**src/rtl/wb_sdram_arbiter_pkg.sv**
```systemverilog
// Shared types and constants for the two-master Wishbone arbiter in front of
// the SDRAM bridge: state encoding, master indices and the request record.
package wb_arb_pkg;

  typedef enum logic [1:0] {
    IDLE    = 2'd0,
    BUSY    = 2'd1,
    RELEASE = 2'd2
  } arb_state_e;

  localparam logic M_IBUS = 1'b0;
  localparam logic M_DBUS = 1'b1;

  localparam int TIMEOUT_W_DEFAULT = 10;

  typedef struct packed {
    logic [31:0] adr;
    logic [31:0] dat;
    logic [3:0]  sel;
    logic        we;
  } wb_req_t;

  // Round-robin choice: on a tie the master that did not win last time goes.
  function automatic logic rr_pick(input logic req_ibus, input logic req_dbus,
                                   input logic last_gnt);
    if (req_ibus && req_dbus) return ~last_gnt;
    return req_dbus ? M_DBUS : M_IBUS;
  endfunction

endpackage

```
**src/rtl/wb_sdram_arbiter_if.sv**
```systemverilog
// Bundle of both Wishbone master ports, the bridge-facing request/response and
// the timeout pulse. The arbiter takes the slave view, its environment the master view.
interface wb_sdram_arbiter_if;

  logic [31:0] m0_adr_i, m1_adr_i;
  logic [31:0] m0_dat_i, m1_dat_i;
  logic [3:0]  m0_sel_i, m1_sel_i;
  logic        m0_we_i,  m1_we_i;
  logic        m0_cyc_i, m1_cyc_i;
  logic        m0_stb_i, m1_stb_i;
  logic [31:0] m0_dat_o, m1_dat_o;
  logic        m0_ack_o, m1_ack_o;
  logic        m0_err_o, m1_err_o;

  logic [31:0] s_adr_o;
  logic [31:0] s_dat_o;
  logic [3:0]  s_sel_o;
  logic        s_we_o;
  logic        s_cyc_o;
  logic        s_stb_o;
  logic [31:0] s_dat_i;
  logic        s_ack_i;

  logic        timeout_o;

  modport slave (
    input  m0_adr_i, m1_adr_i, m0_dat_i, m1_dat_i, m0_sel_i, m1_sel_i,
    input  m0_we_i, m1_we_i, m0_cyc_i, m1_cyc_i, m0_stb_i, m1_stb_i,
    output m0_dat_o, m1_dat_o, m0_ack_o, m1_ack_o, m0_err_o, m1_err_o,
    output s_adr_o, s_dat_o, s_sel_o, s_we_o, s_cyc_o, s_stb_o,
    input  s_dat_i, s_ack_i,
    output timeout_o
  );

  modport master (
    output m0_adr_i, m1_adr_i, m0_dat_i, m1_dat_i, m0_sel_i, m1_sel_i,
    output m0_we_i, m1_we_i, m0_cyc_i, m1_cyc_i, m0_stb_i, m1_stb_i,
    input  m0_dat_o, m1_dat_o, m0_ack_o, m1_ack_o, m0_err_o, m1_err_o,
    input  s_adr_o, s_dat_o, s_sel_o, s_we_o, s_cyc_o, s_stb_o,
    output s_dat_i, s_ack_i,
    input  timeout_o
  );

endinterface

```
**src/rtl/wb_sdram_arbiter_watchdog.sv**
```systemverilog
// Saturating watchdog counter for a bridge transaction. clr restarts it, en lets
// it count; fire marks the cycle whose increment lands on the all-ones count.
module wb_arb_watchdog
  import wb_arb_pkg::*;
#(
  parameter int TIMEOUT_W = TIMEOUT_W_DEFAULT
) (
  input  logic clk,
  input  logic rst,
  input  logic clr,
  input  logic en,
  output logic fire
);

  localparam logic [TIMEOUT_W-1:0] CNT_MAX = '1;

  logic [TIMEOUT_W-1:0] cnt_q, cnt_d;

  always_comb begin
    cnt_d = cnt_q;
    if (clr) begin
      cnt_d = '0;
    end else if (en && (cnt_q != CNT_MAX)) begin
      cnt_d = cnt_q + 1'b1;
    end
  end

  // Firing one cycle early in count terms lets the owner register the error on
  // the very edge where the count reaches CNT_MAX.
  assign fire = en && (cnt_q == CNT_MAX - 1'b1);

  always_ff @(posedge clk or posedge rst) begin
    if (rst) begin
      cnt_q <= '0;
    end else begin
      cnt_q <= cnt_d;
    end
  end

endmodule

```
**src/rtl/wb_sdram_arbiter.sv**
```systemverilog
// Round-robin arbiter sharing the SDRAM bridge between the instruction and data
// Wishbone masters; one ack (or timeout err) is forwarded per transaction.
module wb_sdram_arbiter
  import wb_arb_pkg::*;
#(
  parameter int TIMEOUT_W = TIMEOUT_W_DEFAULT
) (
  input  logic                  clk,
  input  logic                  rst,
  wb_sdram_arbiter_if.slave     bus
);

  arb_state_e  state_q, state_d;
  logic        gnt_q, gnt_d;
  logic        last_gnt_q, last_gnt_d;
  wb_req_t     s_req_q, s_req_d;
  logic        s_cyc_q, s_cyc_d;
  logic        s_stb_q, s_stb_d;
  logic [31:0] m0_dat_q, m0_dat_d;
  logic [31:0] m1_dat_q, m1_dat_d;
  logic        m0_ack_q, m0_ack_d;
  logic        m1_ack_q, m1_ack_d;
  logic        m0_err_q, m0_err_d;
  logic        m1_err_q, m1_err_d;
  logic        timeout_q, timeout_d;

  logic        req_ibus, req_dbus;
  logic        pick;
  wb_req_t     ibus_req, dbus_req;
  logic        wd_clr, wd_en, wd_fire;

  assign req_ibus = bus.m0_cyc_i && bus.m0_stb_i;
  assign req_dbus = bus.m1_cyc_i && bus.m1_stb_i;
  assign pick     = rr_pick(req_ibus, req_dbus, last_gnt_q);

  assign ibus_req = '{adr: bus.m0_adr_i, dat: bus.m0_dat_i, sel: bus.m0_sel_i, we: bus.m0_we_i};
  assign dbus_req = '{adr: bus.m1_adr_i, dat: bus.m1_dat_i, sel: bus.m1_sel_i, we: bus.m1_we_i};

  wb_arb_watchdog #(
    .TIMEOUT_W (TIMEOUT_W)
  ) u_watchdog (
    .clk  (clk),
    .rst  (rst),
    .clr  (wd_clr),
    .en   (wd_en),
    .fire (wd_fire)
  );

  always_comb begin
    // NOTE: every signal gets a default before the case so no path leaves one
    // unassigned; otherwise synthesis would infer a latch to hold it.
    state_d    = state_q;
    gnt_d      = gnt_q;
    last_gnt_d = last_gnt_q;
    s_req_d    = s_req_q;
    s_cyc_d    = s_cyc_q;
    s_stb_d    = s_stb_q;
    m0_dat_d   = m0_dat_q;
    m1_dat_d   = m1_dat_q;
    m0_ack_d   = 1'b0;
    m1_ack_d   = 1'b0;
    m0_err_d   = 1'b0;
    m1_err_d   = 1'b0;
    timeout_d  = 1'b0;
    wd_clr     = 1'b0;
    wd_en      = 1'b0;

    unique case (state_q)
      IDLE: begin
        if (req_ibus || req_dbus) begin
          state_d    = BUSY;
          gnt_d      = pick;
          last_gnt_d = pick;
          s_req_d    = (pick == M_DBUS) ? dbus_req : ibus_req;
          s_cyc_d    = 1'b1;
          s_stb_d    = 1'b1;
          wd_clr     = 1'b1;
        end
      end

      // The request stays frozen here even if the master aborts: the bridge
      // has no way to cancel, so only its ack or the watchdog ends the cycle.
      BUSY: begin
        wd_en = 1'b1;
        if (bus.s_ack_i) begin
          state_d = RELEASE;
          s_cyc_d = 1'b0;
          s_stb_d = 1'b0;
          if (gnt_q == M_DBUS) begin
            m1_dat_d = bus.s_dat_i;
            m1_ack_d = 1'b1;
          end else begin
            m0_dat_d = bus.s_dat_i;
            m0_ack_d = 1'b1;
          end
        end else if (wd_fire) begin
          state_d   = RELEASE;
          s_cyc_d   = 1'b0;
          s_stb_d   = 1'b0;
          timeout_d = 1'b1;
          m1_err_d  = (gnt_q == M_DBUS);
          m0_err_d  = (gnt_q == M_IBUS);
        end
      end

      // A stretched bridge ack is absorbed here until it drops.
      RELEASE: begin
        if (!bus.s_ack_i) state_d = IDLE;
      end

      default: state_d = IDLE;
    endcase
  end

  always_ff @(posedge clk or posedge rst) begin
    if (rst) begin
      state_q    <= IDLE;
      gnt_q      <= M_IBUS;
      last_gnt_q <= M_DBUS;
      s_req_q    <= '0;
      s_cyc_q    <= 1'b0;
      s_stb_q    <= 1'b0;
      m0_dat_q   <= '0;
      m1_dat_q   <= '0;
      m0_ack_q   <= 1'b0;
      m1_ack_q   <= 1'b0;
      m0_err_q   <= 1'b0;
      m1_err_q   <= 1'b0;
      timeout_q  <= 1'b0;
    end else begin
      // NOTE: non-blocking assignments so every flop samples the pre-edge
      // values and the update order inside this block does not matter.
      state_q    <= state_d;
      gnt_q      <= gnt_d;
      last_gnt_q <= last_gnt_d;
      s_req_q    <= s_req_d;
      s_cyc_q    <= s_cyc_d;
      s_stb_q    <= s_stb_d;
      m0_dat_q   <= m0_dat_d;
      m1_dat_q   <= m1_dat_d;
      m0_ack_q   <= m0_ack_d;
      m1_ack_q   <= m1_ack_d;
      m0_err_q   <= m0_err_d;
      m1_err_q   <= m1_err_d;
      timeout_q  <= timeout_d;
    end
  end

  assign bus.s_adr_o   = s_req_q.adr;
  assign bus.s_dat_o   = s_req_q.dat;
  assign bus.s_sel_o   = s_req_q.sel;
  assign bus.s_we_o    = s_req_q.we;
  assign bus.s_cyc_o   = s_cyc_q;
  assign bus.s_stb_o   = s_stb_q;
  assign bus.m0_dat_o  = m0_dat_q;
  assign bus.m1_dat_o  = m1_dat_q;
  assign bus.m0_ack_o  = m0_ack_q;
  assign bus.m1_ack_o  = m1_ack_q;
  assign bus.m0_err_o  = m0_err_q;
  assign bus.m1_err_o  = m1_err_q;
  assign bus.timeout_o = timeout_q;

endmodule

```
**src/flat_wrapper.sv**
```systemverilog
// flat-port wrapper written by rule: the top's interface ports become plain ports
module wb_sdram_arbiter_flat import wb_arb_pkg::*;
#(
  parameter int TIMEOUT_W = TIMEOUT_W_DEFAULT
)
  (clk, rst, bus_m0_adr_i, bus_m1_adr_i, bus_m0_dat_i, bus_m1_dat_i, bus_m0_sel_i, bus_m1_sel_i, bus_m0_we_i, bus_m1_we_i, bus_m0_cyc_i, bus_m1_cyc_i, bus_m0_stb_i, bus_m1_stb_i, bus_m0_dat_o, bus_m1_dat_o, bus_m0_ack_o, bus_m1_ack_o, bus_m0_err_o, bus_m1_err_o, bus_s_adr_o, bus_s_dat_o, bus_s_sel_o, bus_s_we_o, bus_s_cyc_o, bus_s_stb_o, bus_s_dat_i, bus_s_ack_i, bus_timeout_o);
  wb_sdram_arbiter_if bus_i ();
  input  logic clk;
  input  logic rst;
  input wire logic [$bits(bus_i.m0_adr_i)-1:0] bus_m0_adr_i;
  input wire logic [$bits(bus_i.m1_adr_i)-1:0] bus_m1_adr_i;
  input wire logic [$bits(bus_i.m0_dat_i)-1:0] bus_m0_dat_i;
  input wire logic [$bits(bus_i.m1_dat_i)-1:0] bus_m1_dat_i;
  input wire logic [$bits(bus_i.m0_sel_i)-1:0] bus_m0_sel_i;
  input wire logic [$bits(bus_i.m1_sel_i)-1:0] bus_m1_sel_i;
  input wire logic [$bits(bus_i.m0_we_i)-1:0] bus_m0_we_i;
  input wire logic [$bits(bus_i.m1_we_i)-1:0] bus_m1_we_i;
  input wire logic [$bits(bus_i.m0_cyc_i)-1:0] bus_m0_cyc_i;
  input wire logic [$bits(bus_i.m1_cyc_i)-1:0] bus_m1_cyc_i;
  input wire logic [$bits(bus_i.m0_stb_i)-1:0] bus_m0_stb_i;
  input wire logic [$bits(bus_i.m1_stb_i)-1:0] bus_m1_stb_i;
  output wire logic [$bits(bus_i.m0_dat_o)-1:0] bus_m0_dat_o;
  output wire logic [$bits(bus_i.m1_dat_o)-1:0] bus_m1_dat_o;
  output wire logic [$bits(bus_i.m0_ack_o)-1:0] bus_m0_ack_o;
  output wire logic [$bits(bus_i.m1_ack_o)-1:0] bus_m1_ack_o;
  output wire logic [$bits(bus_i.m0_err_o)-1:0] bus_m0_err_o;
  output wire logic [$bits(bus_i.m1_err_o)-1:0] bus_m1_err_o;
  output wire logic [$bits(bus_i.s_adr_o)-1:0] bus_s_adr_o;
  output wire logic [$bits(bus_i.s_dat_o)-1:0] bus_s_dat_o;
  output wire logic [$bits(bus_i.s_sel_o)-1:0] bus_s_sel_o;
  output wire logic [$bits(bus_i.s_we_o)-1:0] bus_s_we_o;
  output wire logic [$bits(bus_i.s_cyc_o)-1:0] bus_s_cyc_o;
  output wire logic [$bits(bus_i.s_stb_o)-1:0] bus_s_stb_o;
  input wire logic [$bits(bus_i.s_dat_i)-1:0] bus_s_dat_i;
  input wire logic [$bits(bus_i.s_ack_i)-1:0] bus_s_ack_i;
  output wire logic [$bits(bus_i.timeout_o)-1:0] bus_timeout_o;
  assign bus_i.m0_adr_i = bus_m0_adr_i;
  assign bus_i.m1_adr_i = bus_m1_adr_i;
  assign bus_i.m0_dat_i = bus_m0_dat_i;
  assign bus_i.m1_dat_i = bus_m1_dat_i;
  assign bus_i.m0_sel_i = bus_m0_sel_i;
  assign bus_i.m1_sel_i = bus_m1_sel_i;
  assign bus_i.m0_we_i = bus_m0_we_i;
  assign bus_i.m1_we_i = bus_m1_we_i;
  assign bus_i.m0_cyc_i = bus_m0_cyc_i;
  assign bus_i.m1_cyc_i = bus_m1_cyc_i;
  assign bus_i.m0_stb_i = bus_m0_stb_i;
  assign bus_i.m1_stb_i = bus_m1_stb_i;
  assign bus_m0_dat_o = bus_i.m0_dat_o;
  assign bus_m1_dat_o = bus_i.m1_dat_o;
  assign bus_m0_ack_o = bus_i.m0_ack_o;
  assign bus_m1_ack_o = bus_i.m1_ack_o;
  assign bus_m0_err_o = bus_i.m0_err_o;
  assign bus_m1_err_o = bus_i.m1_err_o;
  assign bus_s_adr_o = bus_i.s_adr_o;
  assign bus_s_dat_o = bus_i.s_dat_o;
  assign bus_s_sel_o = bus_i.s_sel_o;
  assign bus_s_we_o = bus_i.s_we_o;
  assign bus_s_cyc_o = bus_i.s_cyc_o;
  assign bus_s_stb_o = bus_i.s_stb_o;
  assign bus_i.s_dat_i = bus_s_dat_i;
  assign bus_i.s_ack_i = bus_s_ack_i;
  assign bus_timeout_o = bus_i.timeout_o;
  wb_sdram_arbiter #(.TIMEOUT_W(TIMEOUT_W)) u_core (.clk(clk), .rst(rst), .bus(bus_i));
endmodule
```
**config.mk**
```make
export PLATFORM = sky130hd
export DESIGN_NAME = wb_sdram_arbiter_flat
export DESIGN_NICKNAME = d
export VERILOG_FILES = /design/src/rtl/wb_sdram_arbiter_pkg.sv /design/src/rtl/wb_sdram_arbiter_if.sv /design/src/rtl/wb_sdram_arbiter_watchdog.sv /design/src/rtl/wb_sdram_arbiter.sv /design/src/flat_wrapper.sv
export SDC_FILE = /design/constraint.sdc
export NUM_CORES = 1
export LEC_CHECK = 0
export ABC_AREA = 1
export CAP_MARGIN = 20
export CORE_ASPECT_RATIO = 2
export CORE_UTILIZATION = 42
export CTS_BUF_LIST = sky130_fd_sc_hd__clkbuf_2 sky130_fd_sc_hd__clkbuf_4 sky130_fd_sc_hd__clkbuf_8
export CTS_CLUSTER_DIAMETER = 200
export DETAILED_ROUTE_END_ITERATION = 8
export PLACE_DENSITY_LB_ADDON = 0.1
export SYNTH_ARGS = -nofsm -noshare
export SYNTH_HDL_FRONTEND = slang
export SYNTH_SLANG_ARGS = --single-unit
```
**constraint.sdc**
```tcl
create_clock -name clk -period 7.4 [get_ports clk]
set_input_delay 1.48 -clock clk [delete_from_list [all_inputs] [get_ports clk]]
set_output_delay 1.48 -clock clk [all_outputs]
set_load 0.01 [all_outputs]
```
# ---- Word level (Yosys, flattened, before mapping)
# Cells that the tools add are included.
dict set report classes {
  bitwise 2
  reduce_logical 14
  n_mux 34
  eq_ne 7
  add_sub_neg 1
}
# cell n
set ops {}
lappend ops {{$mux 69} 1}
lappend ops {{$mux 1} 25}
lappend ops {{$mux 10} 2}
lappend ops {{$reduce_and 3->1} 4}
lappend ops {{$add 10x1->10 const B} 1}
lappend ops {{$eq 10x10->1 const B} 1}
lappend ops {{$ne 10x10->1 const B} 1}
lappend ops {{$mux 2} 4}
lappend ops {{$pmux 2 s3} 1}
lappend ops {{$logic_and 1x1->1} 5}
lappend ops {{$reduce_bool 2->1} 2}
lappend ops {{$ne 3x3->1 const B} 1}
lappend ops {{$eq 2x1->1 const B} 1}
lappend ops {{$eq 2x2->1 const B} 1}
lappend ops {{$logic_not 2->1} 1}
lappend ops {{$ne 2x1->1 const B} 1}
lappend ops {{$ne 2x2->1 const B} 1}
lappend ops {{$not 1->1} 2}
lappend ops {{$pmux 1 s2} 1}
lappend ops {{$reduce_and 2->1} 1}
lappend ops {{$logic_or 1x1->1} 1}
dict set report totals {
  regBits 153
}

# ---- Logic depth before layout (Yosys ltp)
dict set report logic_depth {
  word_depth 6
  depth_mapped 9
  ltp_nobuf 9
}

# ---- Modules after synthesis
# Synthesis repeated with hierarchy kept, for this count alone.
dict set report hier_totals {
  hier_cells 964
  area_unflattened_um2 7613.6
}
# module instances seq_area_each_um2 cells_each area_per_inst_um2
set by_module_without_submodules {}
lappend by_module_without_submodules {wb_sdram_arbiter 1 3579.7 874 6976.7}
lappend by_module_without_submodules {wb_arb_watchdog 1 250.2 90 636.9}

# ---- Worst setup path after synthesis
# No wires, ideal clock.
dict set report synth_path {
  path_type {input -> register}
  from {input bus_m1_cyc_i}
  to {register u_core.u_watchdog.cnt_q[2]}
  cell_stages 8
  n_path_buf 1
  arrival_ns 2.191
  t_required_ns 7.279
  path_slack_ns 5.088
  setup_ns 0.121
  cell_sequence {nand2_1 > nand2_1 > nand2_1 > nor2_4 > inv_2 > buf_2 > nand3_1 > o21ai_1}
}
dict set report synth_via {
  elab_chain_len 5
  word_cells_on_any_way 6
  cone_classes {mux (3); reduce/logical (3)}
}
# element line
set synth_lines {}
lappend synth_lines {{from (decl)} flat_wrapper.sv:19} ;# input wire logic [$bits(bus_i.m1_cyc_i)-1:0] bus_m1_cyc_i;
lappend synth_lines {{$logic_and 1x1->1 *} wb_sdram_arbiter.sv:33} ;# assign req_dbus = bus.m1_cyc_i && bus.m1_stb_i;
lappend synth_lines {{$logic_or 1x1->1 *} wb_sdram_arbiter.sv:70} ;# if (req_ibus || req_dbus) begin
lappend synth_lines {{$mux 1 *} wb_sdram_arbiter.sv:70}
lappend synth_lines {{$mux 1 *} wb_sdram_arbiter.sv:68} ;# unique case (state_q)
lappend synth_lines {{$mux 10 / $reduce_bool 2->1 (equally long branches)} n/a}
lappend synth_lines {{to (signal assigned)} wb_sdram_arbiter_watchdog.sv:36} ;# cnt_q <= cnt_d;
lappend synth_lines {{to (decl)} wb_sdram_arbiter_watchdog.sv:17} ;# logic [TIMEOUT_W-1:0] cnt_q, cnt_d;
# Mark *: on every way between the ends. The rest lies on a longest branch, timed or not.
# A chain may end at the register's enable or synchronous reset.

# ---- Worst setup path in the final report
dict set report layout_path {
  from {input bus_m0_cyc_i}
  to {register u_core.u_watchdog.cnt_q[6]}
}
dict set report layout_via {
  elab_chain_len 5
  word_cells_on_any_way 6
  cone_classes {mux (3); reduce/logical (3)}
}
# element line
set layout_lines {}
lappend layout_lines {{from (decl)} flat_wrapper.sv:18} ;# input wire logic [$bits(bus_i.m0_cyc_i)-1:0] bus_m0_cyc_i;
lappend layout_lines {{$logic_and 1x1->1 *} wb_sdram_arbiter.sv:32} ;# assign req_ibus = bus.m0_cyc_i && bus.m0_stb_i;
lappend layout_lines {{$logic_or 1x1->1 *} wb_sdram_arbiter.sv:70}
lappend layout_lines {{$mux 1 *} wb_sdram_arbiter.sv:70}
lappend layout_lines {{$mux 1 *} wb_sdram_arbiter.sv:68}
lappend layout_lines {{$mux 10 / $reduce_bool 2->1 (equally long branches)} n/a}
# Marks and branches as above.

==> results.sh <==
export IMPL_vias=6140
export IMPL_skew_ns=0.0175
export IMPL_clock_path_buffers=2
export IMPL_ys_flop_type="dfrtp_1"
export IMPL_synth_top_area_share_pct=56.9
export IMPL_dieArea_mm2=0.0164
export IMPL_slew_violations=0
export IMPL_synth_edf_count=0
export IMPL_hold_class="reg2reg"
export IMPL_drt_iter0_markers=225
export IMPL_ys_ff_latch=153
export IMPL_htreeDepth=4
export IMPL_cellLeakagePower_nw=4.62
export IMPL_cp_data_arrival_time_ns=4.00
export IMPL_grt_pass1_vias=6377
export IMPL_core_mm2=0.0155
export IMPL_synth_seq_area_share_pct=57.3
export IMPL_dp_cells=1222
export IMPL_syn_inst=745
export IMPL_num_io_pins=317
export IMPL_cts_hold_buffers=0
export IMPL_clkTransAtPathRegs_ns=0.08
export IMPL_postCtsSetupRepairBufs=0
export IMPL_post_drt_wl_per_cell_um=15.7
export IMPL_drive_gt1_share_pct=8.33
export IMPL_netlist_top_cell_by_area="dfrtp_1"
export IMPL_synthMostInstantiatedCell="nand2_1"
export IMPL_ys_warn_count=0
export IMPL_fmax_mhz=273
export IMPL_finalSetupViolCount=0
export IMPL_required_ns=7.74
export IMPL_hold_violations=0
export IMPL_placementRows=64
export IMPL_routed_wl_mm=19.7
export IMPL_die_h_um=180
export IMPL_grt_usage_pct=25.3
export IMPL_period_minus_slack_ns=3.66
export IMPL_antenna_found_initial=1
export IMPL_crit_fanout=72
export IMPL_postRouteAntennaNets=0
export IMPL_status="finished, final reports clean"
export IMPL_synth_async_sr_flop_share_pct=100
export IMPL_grt_max_degree=105
export IMPL_cts_buffers=17
export IMPL_cts_resized=0
export IMPL_cts_tree="built"
export IMPL_worstSetupPathType="in2reg"
export IMPL_final_cells=1256
export IMPL_synth_nets=924
export IMPL_peakVddDrop_v=0.000174
export IMPL_root_buffer="clkbuf_8"
export IMPL_max_slew_margin_rel_pct=37.9
export IMPL_cts_sinks=153
export IMPL_area_growth_syn_to_layout_pct=54.0
export IMPL_insertion_delay_ns=0.46
export IMPL_drc=0
export IMPL_synth_area_mm2=0.00668
export IMPL_max_cap_viol_count=0
export IMPL_initial_core_util_pct=43.2
export IMPL_rsz0062_at_grt="no"
export IMPL_tns_ns=0
export IMPL_end_kind="register"
export IMPL_die_x_um=91.2
export IMPL_portBuffers=316
export IMPL_gr_total_overflow=0
export IMPL_syn_area_per_cell_um2=8.97
export IMPL_timing_final_crit_share_pct=49.5
export IMPL_detailed_place_hpwl_mm=13.9
export IMPL_synth_common_cells="172 x nand2_1, 152 x dfrtp_1, 103 x o21ai_1"
export IMPL_power_density_mw_per_mm2=366
export IMPL_first_pass_iters=4
export IMPL_worstMarginPinSlew_ns=0.931
export IMPL_routed_via_density=4.89
export IMPL_grt_pass1_wl_mm=32.5
export IMPL_nets=1223
export IMPL_startpoint_type="input port"
export IMPL_yosysUniqueCellTypes=27
export IMPL_synthTopCellsByArea="dfrtp_1 57%, nand2_1 9.7%, o21ai_1 7.7%, o21ai_0 5.2%, nor2_1 4.3%"
export IMPL_gp_congestion=0.809
-- layout make-up --
type                       count  area (µm²)
inverter                      57         219
tap                          198         248
multi-input combinational    492        2360
clock inverter                13         146
clock buffer                  19         255
timing repair buffer         323        3230
fill                        1298        5170
sequential                   153        3830
antenna                        1        2.50
-- through the flow --
step / cell area (µm²) / hold WS [ns] / power, mW / util (%) / setup slack [ns]
2_1_floorplan: 6680 / 0.443 / 2.20 / - / 1.80
3_3_place_gp: 9860 / 0.462 / 3.12 / 63.8 / 3.28
3_5_place_dp: 9860 / 0.462 / 3.15 / 63.8 / 3.23
4_1_cts: 10300 / 0.474 / 3.80 / 66.4 / 3.73
5_1_grt: 10300 / 0.510 / 4.03 / 66.5 / 3.47
6_report: 10300 / 0.472 / 3.77 / 66.5 / 3.74
-- critical path: stages --
cell	delay [ns]
clkdlybuf4s50_1	0.48
nand2_1	0.06
nand2_1	0.06
nand2_1	0.09
nor2_4	0.08
buf_4	0.51
inv_2	0.39
buf_4	0.44
nand2_2	0.19
inv_2	0.08
nand2_1	0.06
nand2_1	0.05
-- flip-flops by register name, summed over array words and instances (netlist names), 2 cells and up --
signal / flops
u_core.bus.s_dat_o: 32
u_core.u_watchdog.cnt_q: 10
u_core.bus.m0_dat_o: 32
u_core.bus.s_sel_o: 4
u_core.state_q: 2
u_core.bus.m1_dat_o: 32
u_core.bus.s_adr_o: 32
-- cells by family after synthesis --
kind of cell	share of synthesized area, %
and+or+nand+nor	16.9
AOI/OAI and AO/OA	17.6
DFF	57.3
buffers and inverters	7.40
xor gates and xnor gates	0.393
adders and majority gates	0.375
-- worst paths after layout --
check	slack, ns	endpoint	cells past startpoint	start
max	3.74	u_core.u_watchdog.cnt_q[6]	12	bus_m0_cyc_i
min	0.47	u_core.last_gnt_q	2	u_core.last_gnt_q
max reg2reg	4.86	u_core.u_watchdog.cnt_q[6]	10	u_core.state_q[1]
min reg2reg	0.47	u_core.last_gnt_q	2	u_core.last_gnt_q
max in group asynchronous	4.55	u_core.bus.s_sel_o[0]	3	rst
min in group asynchronous	1.60	u_core.bus.m0_dat_o[14]	2	rst
-- where the power goes --
part | switching [mW] | internal, mW
registers | 0.211 | 1.20
clock network | 0.328 | 0.315
logic | 0.806 | 0.905
total | 1.35 | 2.42
-- layer usage --
metal	track usage (%)	up-vias	wire, µm
met1	27.5	2839	7300
met4	10.1	0	650
met5	0	-	0
met3	8.44	35	1500
met2	44.6	256	10300
li1	-	3010	-
-- layout by cell type (no fill, tap or decap), drive strengths merged, types with 5 or more instances in the layout --
cell           instances
clkdlybuf4s50        316
o21ai                205
nand2                176
dfrtp                152
nor2                  79
inv                   59
clkbuf                19
nand3                 11
nand4                  8
buf                    7
clkinvlp               5
Note: power is estimated with default switching activity, not from simulation.
==> patch 1, RTL diff (same flow settings) <==
The 3 states of `arb_state_e` get a one-hot encoding in 3 bits.
--- a/src/rtl/wb_sdram_arbiter_pkg.sv
+++ b/src/rtl/wb_sdram_arbiter_pkg.sv
@@ -3,8 +3,8 @@
 package wb_arb_pkg;
 
-  typedef enum logic [1:0] {
-    IDLE    = 2'd0,
-    BUSY    = 2'd1,
-    RELEASE = 2'd2
+  typedef enum logic [2:0] {
+    IDLE    = 3'b001,
+    BUSY    = 3'b010,
+    RELEASE = 3'b100
   } arb_state_e;
 
Behaviour: no difference found for any inputs over 4 cycles, from zero or initial values and one cycle with rst high; so few cycles prove little.
==> patch 1 against the unedited design <==
  * Critical endpoint is now u_core.gnt_q$_DFFE_PP0P_
  * Sequential cell count increased by 1
  * Area after synthesis is 0.41% higher
  * Cell area rose by 1.1%
  * Largest cell class unchanged
  * Largest power group unchanged
  * Worst setup slack improved by 200 ps
  * Routed wire length grew 5.3%
  * Core utilization is 0.33 points lower
  * Critical path depth is 4 lower
  * Total power rose by 1.5%
==> patch 1: results (changes against the unedited design) <==
largest net degree at the start of global routing = 95 (was 105)
share of post-route cells with drive strength above 1 = 0.07793 (was 0.08325)
drt pass-1 iters = 5 (was 4)
flop-to-flop setup slack = 4910 ps (was 4860 ps)
measured slew at the worst slew-check pin = 862.2 ps (was 931.3 ps)
Mapped Nets = 934 (was 924)
WHS = 482.8 ps (was 472.4 ps)
final wirelength = 20800 um (was 19750 um)
Tmin final = 3458 ps (was 3662 ps)
Lkg Pwr = 4.586 nW (was 4.622 nW)
Tot GR Track Use = 0.2591 (was 0.2526)
outcome = finished, final reports clean (unchanged)
Syn Inst Count = 755 (was 745)
Synth top cells by count = nand2_1 (174), dfrtp_1 (152), a21oi_1 (138) (was nand2_1 (172), dfrtp_1 (152), o21ai_1 (103))
CP Data Arrival Time = 3790 ps (was 4000 ps)
Post-Layout Cell Count = 1266 (was 1256)
peak supply drop = 0.1956 mV (was 0.1742 mV)
Yosys cell types = 26 (was 27)
pre-CTS setup slack = 3379 ps (was 3233 ps)
DR iter-0 viols = 219 (was 225)
Worst Skew = 16.91 ps (was 17.46 ps)
Inserted Diodes = 0 (was 1)
vias in the first global route = 6254 (was 6377)
Placer Congestion = 0.8569 (was 0.8086)
HPWL after detailed placement = 14690 um (was 13910 um)
post-layout net count = 1231 (was 1223)
initial antenna violation count = 0 (was 1)
Worst path top cell family by delay = buffers and inverters (unchanged)
CP max stage delay = 600 ps (was 510 ps)
-- patch 1: cell count changes in the layout (fill, tap and decap cells not counted), sizes merged, moves of 3 or more --
cell | before | now
nand3 | 11 | 16
a21oi | 0 | 138
bufinv | 2 | 5
inv | 59 | 55
nor3 | 4 | 0
nor2 | 79 | 84
clkbuf | 19 | 22
o21ai | 205 | 68
-- patch 1: where the power goes --
group | total [mW] | internal, mW | switching, mW
combinational | 1.68 | 0.888 | 0.796
clock | 0.750 | 0.432 | 0.318
sequential | 1.39 | 1.20 | 0.191
total | 3.82 | 2.52 | 1.31
-- patch 1: path summary, 6_finish.rpt --
kind,start,to,cells after the start
max in group asynchronous,rst,u_core.bus.m1_err_o$_DFF_PP0_,3
worst min-delay path,u_core.bus.m1_dat_o[19]$_DFFE_PP0P_,u_core.bus.m1_dat_o[19]$_DFFE_PP0P_,2
min in group asynchronous,rst,u_core.bus.s_dat_o[10]$_DFFE_PP0P_,2
worst max register to register,u_core.last_gnt_q$_DFFE_PP1P_,u_core.gnt_q$_DFFE_PP0P_,7
worst min register to register,u_core.bus.m1_dat_o[19]$_DFFE_PP0P_,u_core.bus.m1_dat_o[19]$_DFFE_PP0P_,2
worst max-delay path,bus_m0_cyc_i,u_core.gnt_q$_DFFE_PP0P_,8
-- patch 1: metal layers --
| layer | up-vias | track usage | wire length [um] |
|---|---|---|---|
| met4 | 0 | 0.1225 | 792 |
| met2 | 256 | 0.4630 | 11290 |
| li1 | 3037 | - | - |
| met3 | 45 | 0.06692 | 1246 |
| met1 | 2925 | 0.2818 | 7465 |
| met5 | - | 0 | 0 |
-- patch 1: through the flow --
| stage | utilization | cell area, um^2 | total power [mW] |
|---|---|---|---|
| finish | 0.6622 | 10390 | 3.825 |
| global route | 0.6622 | 10390 | 4.067 |
| CTS | 0.6604 | 10370 | 3.852 |
| detailed placement | 0.6302 | 9892 | 3.089 |
| global placement | 0.6302 | 9892 | 3.054 |
| floorplan | - | 6708 | 2.138 |
-- patch 1: cells by family (layout without fill, tap and decap cells) --
logic type	count (synthesis)	after routing	synth area share
compound gates	207	207	0.1697
xor+xnor	3	3	0.003918
fa+ha+maj	2	2	0.003730
buf+inv	102	412	0.07405
flops	154	154	0.5749
simple gates	287	287	0.1737
-- patch 1: layout make-up --
type,instances,area (um^2)
fillers,1299,5303
well taps,201,251.5
clock inverters,10,190.2
inverters,57,221.5
repair buffers,323,3236
multi-input cells,499,2355
flip-flops and latches,154,3856
clock buffers,22,284.0
-- patch 1: worst min-delay path, delay by kind of cell, from the launching register on --
kind	cells	cell delay, ps
and+or+nand+nor	1	60
DFF	1	350
AOI/OAI and AO/OA	1	50
==> patch 2, RTL diff (same settings) <==
Made on the original files. Set the package constant `TIMEOUT_W_DEFAULT` to 20 (it was 10).
--- a/src/rtl/wb_sdram_arbiter_pkg.sv
+++ b/src/rtl/wb_sdram_arbiter_pkg.sv
@@ -12,5 +12,5 @@
   localparam logic M_DBUS = 1'b1;
 
-  localparam int TIMEOUT_W_DEFAULT = 10;
+  localparam int TIMEOUT_W_DEFAULT = 20;
 
   typedef struct packed {
Behaviour: same outputs for any inputs over 4 cycles, from zero or initial values and one cycle with rst high; that may be too few to reach the edited logic, so the function may still have changed.
==> patch 2 against the unedited design <==
  * Core utilization down 1.6 points
  * Sequential cell count rose by 10
  * Worst hold slack gained 4.0 ps
  * Final cell count is 8.5% higher
  * Worst setup slack better by 87 ps
  * Register-to-register slack lost 40 ps
  * Routed wire length up 14%
  * Cell area rose by 5.4%
  * Area after synthesis grew 7.1%
  * Total power up 2.6%
  * Largest cell class unchanged
  * Highest routed layer unchanged
==> patch 2: results (changes against the unedited design) <==
Synth Area in Adders = 0.003497 (was 0.003746)
yosys warns = 0 (unchanged)
drt pass-1 iters = 4 (unchanged)
main flop type after synthesis = dfrtp_1 (unchanged)
CP Data Arrival Time = 3880 ps (was 4000 ps)
Compound-Gate Fraction of Synth Area = 0.1449 (was 0.1759)
Worst Skew = 8.197 ps (was 17.46 ps)
clock root cell = clkbuf_8 (unchanged)
clock buffer depth = 2 (unchanged)
peak supply drop = 0.2422 mV (was 0.1742 mV)
post-synthesis mux area share = 0 (unchanged)
Min-Delay Path Class = reg2reg (unchanged)
clock transition at the registers of the reported paths = 90 ps
Max-slew headroom = 0.3540 (was 0.3791)
Worst Path Max Fanout = 70 (was 72)
post-synthesis sequential area ratio = 0.5701 (was 0.5733)
clk_lat worst skew = 440 ps (was 460 ps)
H-tree depth = 4 (unchanged)
Yosys cell types = 24 (was 27)
global-route wire length before repair = 35480 um (was 32490 um)
outcome = finished, final reports clean (unchanged)
synth top area cells = dfrtp_1 (57%), nand2_1 (12%), a21oi_1 (9.8%) (was dfrtp_1 (57%), nand2_1 (9.7%), o21ai_1 (7.7%))
Tot GR Track Use = 0.2652 (was 0.2526)
largest net degree at the start of global routing = 106 (was 105)
IO Port Bufs = 316 (unchanged)
Mapped Nets = 1028 (was 924)
share of post-route cells with drive strength above 1 = 0.05277 (was 0.08325)
Inserted Diodes = 0 (was 1)
final wirelength = 22500 um (was 19750 um)
XOR/XNOR Fraction of Synth Area = 0.01713 (was 0.003933)
Lkg Pwr = 4.780 nW (was 4.622 nW)
post-layout net count = 1322 (was 1223)
via count = 6729 (was 6140)
DR iter-0 viols = 311 (was 225)
Placement Cell Area = 10440 um^2 (was 9861 um^2)
post_cts resized = 0 (unchanged)
Placer Congestion = 0.9341 (was 0.8086)
Num CTS Buffers = 17 (unchanged)
setup bufs post-CTS = 0 (unchanged)
vias in the first global route = 6808 (was 6377)
initial antenna violation count = 0 (was 1)
HPWL after detailed placement = 16140 um (was 13910 um)
Post-synth ARST share = 1.000 (unchanged)
Filler Cells Inserted = 1400 (was 1298)
Synth top cells by count = nand2_1 (221), dfrtp_1 (162), a21oi_1 (140) (was nand2_1 (172), dfrtp_1 (152), o21ai_1 (103))
-- patch 2: cell count changes after synthesis, sizes merged, moves of 9 or more --
cell,before,now
buf,30,12
a21oi,0,140
o21ai,205,66
nand3,11,20
nand2,176,227
clkbuf,13,36
nor2,79,109
xor2,3,14
dfrtp,152,162
-- patch 2: kinds of logic after synthesis --
group                    Yosys count
AO/OA/AOI/OAI                    207
XOR/XNOR                          14
adder cells (fa/ha/maj)            2
buffers and inverters            100
flip-flops                       163
AND/OR/NAND/NOR                  363
-- patch 2: final timing paths --
check	depth (start not counted)	slack (ps)	to	startpoint
hold / removal	2	480	u_core.last_gnt_q$_DFFE_PP1P_	u_core.last_gnt_q$_DFFE_PP1P_
max in group asynchronous	3	4430	u_core.bus.s_dat_o[14]$_DFFE_PP0P_	rst
hold reg to reg	2	480	u_core.last_gnt_q$_DFFE_PP1P_	u_core.last_gnt_q$_DFFE_PP1P_
min in group asynchronous	2	1550	u_core.bus.m0_dat_o[24]$_DFFE_PP0P_	rst
setup reg to reg	7	4820	u_core.gnt_q$_DFFE_PP0P_	u_core.last_gnt_q$_DFFE_PP1P_
setup / recovery	8	3820	u_core.gnt_q$_DFFE_PP0P_	bus_m0_stb_i
-- patch 2: critical path, cell delays in order --
cell and delay [ps]:
clkdlybuf4s50_1 480, nand3_1 90, nand2_2 60, buf_4 590, inv_2 390, buf_4 410, nand2_1 160, o21ai_0 100
-- patch 2: metrics by stage --
stage                     power [mW]  hold WS, ps  instances  utilization  setup WS [ps]
after floorplan                2.236        422.7        849            -           1517
after global placement         3.207        464.3       1331       0.6260           3461
after detailed placement       3.231        463.9       1331       0.6260           3392
after CTS                      3.906        480.3       1363       0.6500           3868
after global routing           4.120        498.4       1363       0.6500           3729
final                          3.867        476.4       1363       0.6500           3825
-- patch 2: per-layer routing --
metal | up-vias | track usage | part of all wire
li1 | 3303 | - | -
met1 | 3146 | 0.3010 | 0.37
met2 | 231 | 0.4406 | 0.52
met3 | 49 | 0.07946 | 0.070
met4 | 0 | 0.1361 | 0.041
met5 | - | 0 | 0
-- patch 2: report_power, final --
part | total (mW) | switching (mW) | internal, mW
combinational | 1.71 | 0.822 | 0.890
sequential | 1.50 | 0.229 | 1.27
clock | 0.655 | 0.333 | 0.322
-- patch 2: layout make-up --
cell class              count  area share
inverters                  52     0.01892
well taps                 207     0.02389
clock inverters            12     0.01200
flip-flops and latches    163      0.3763
clock buffers              20     0.02481
multi-input cells         586      0.2475
repair buffers            323      0.2966
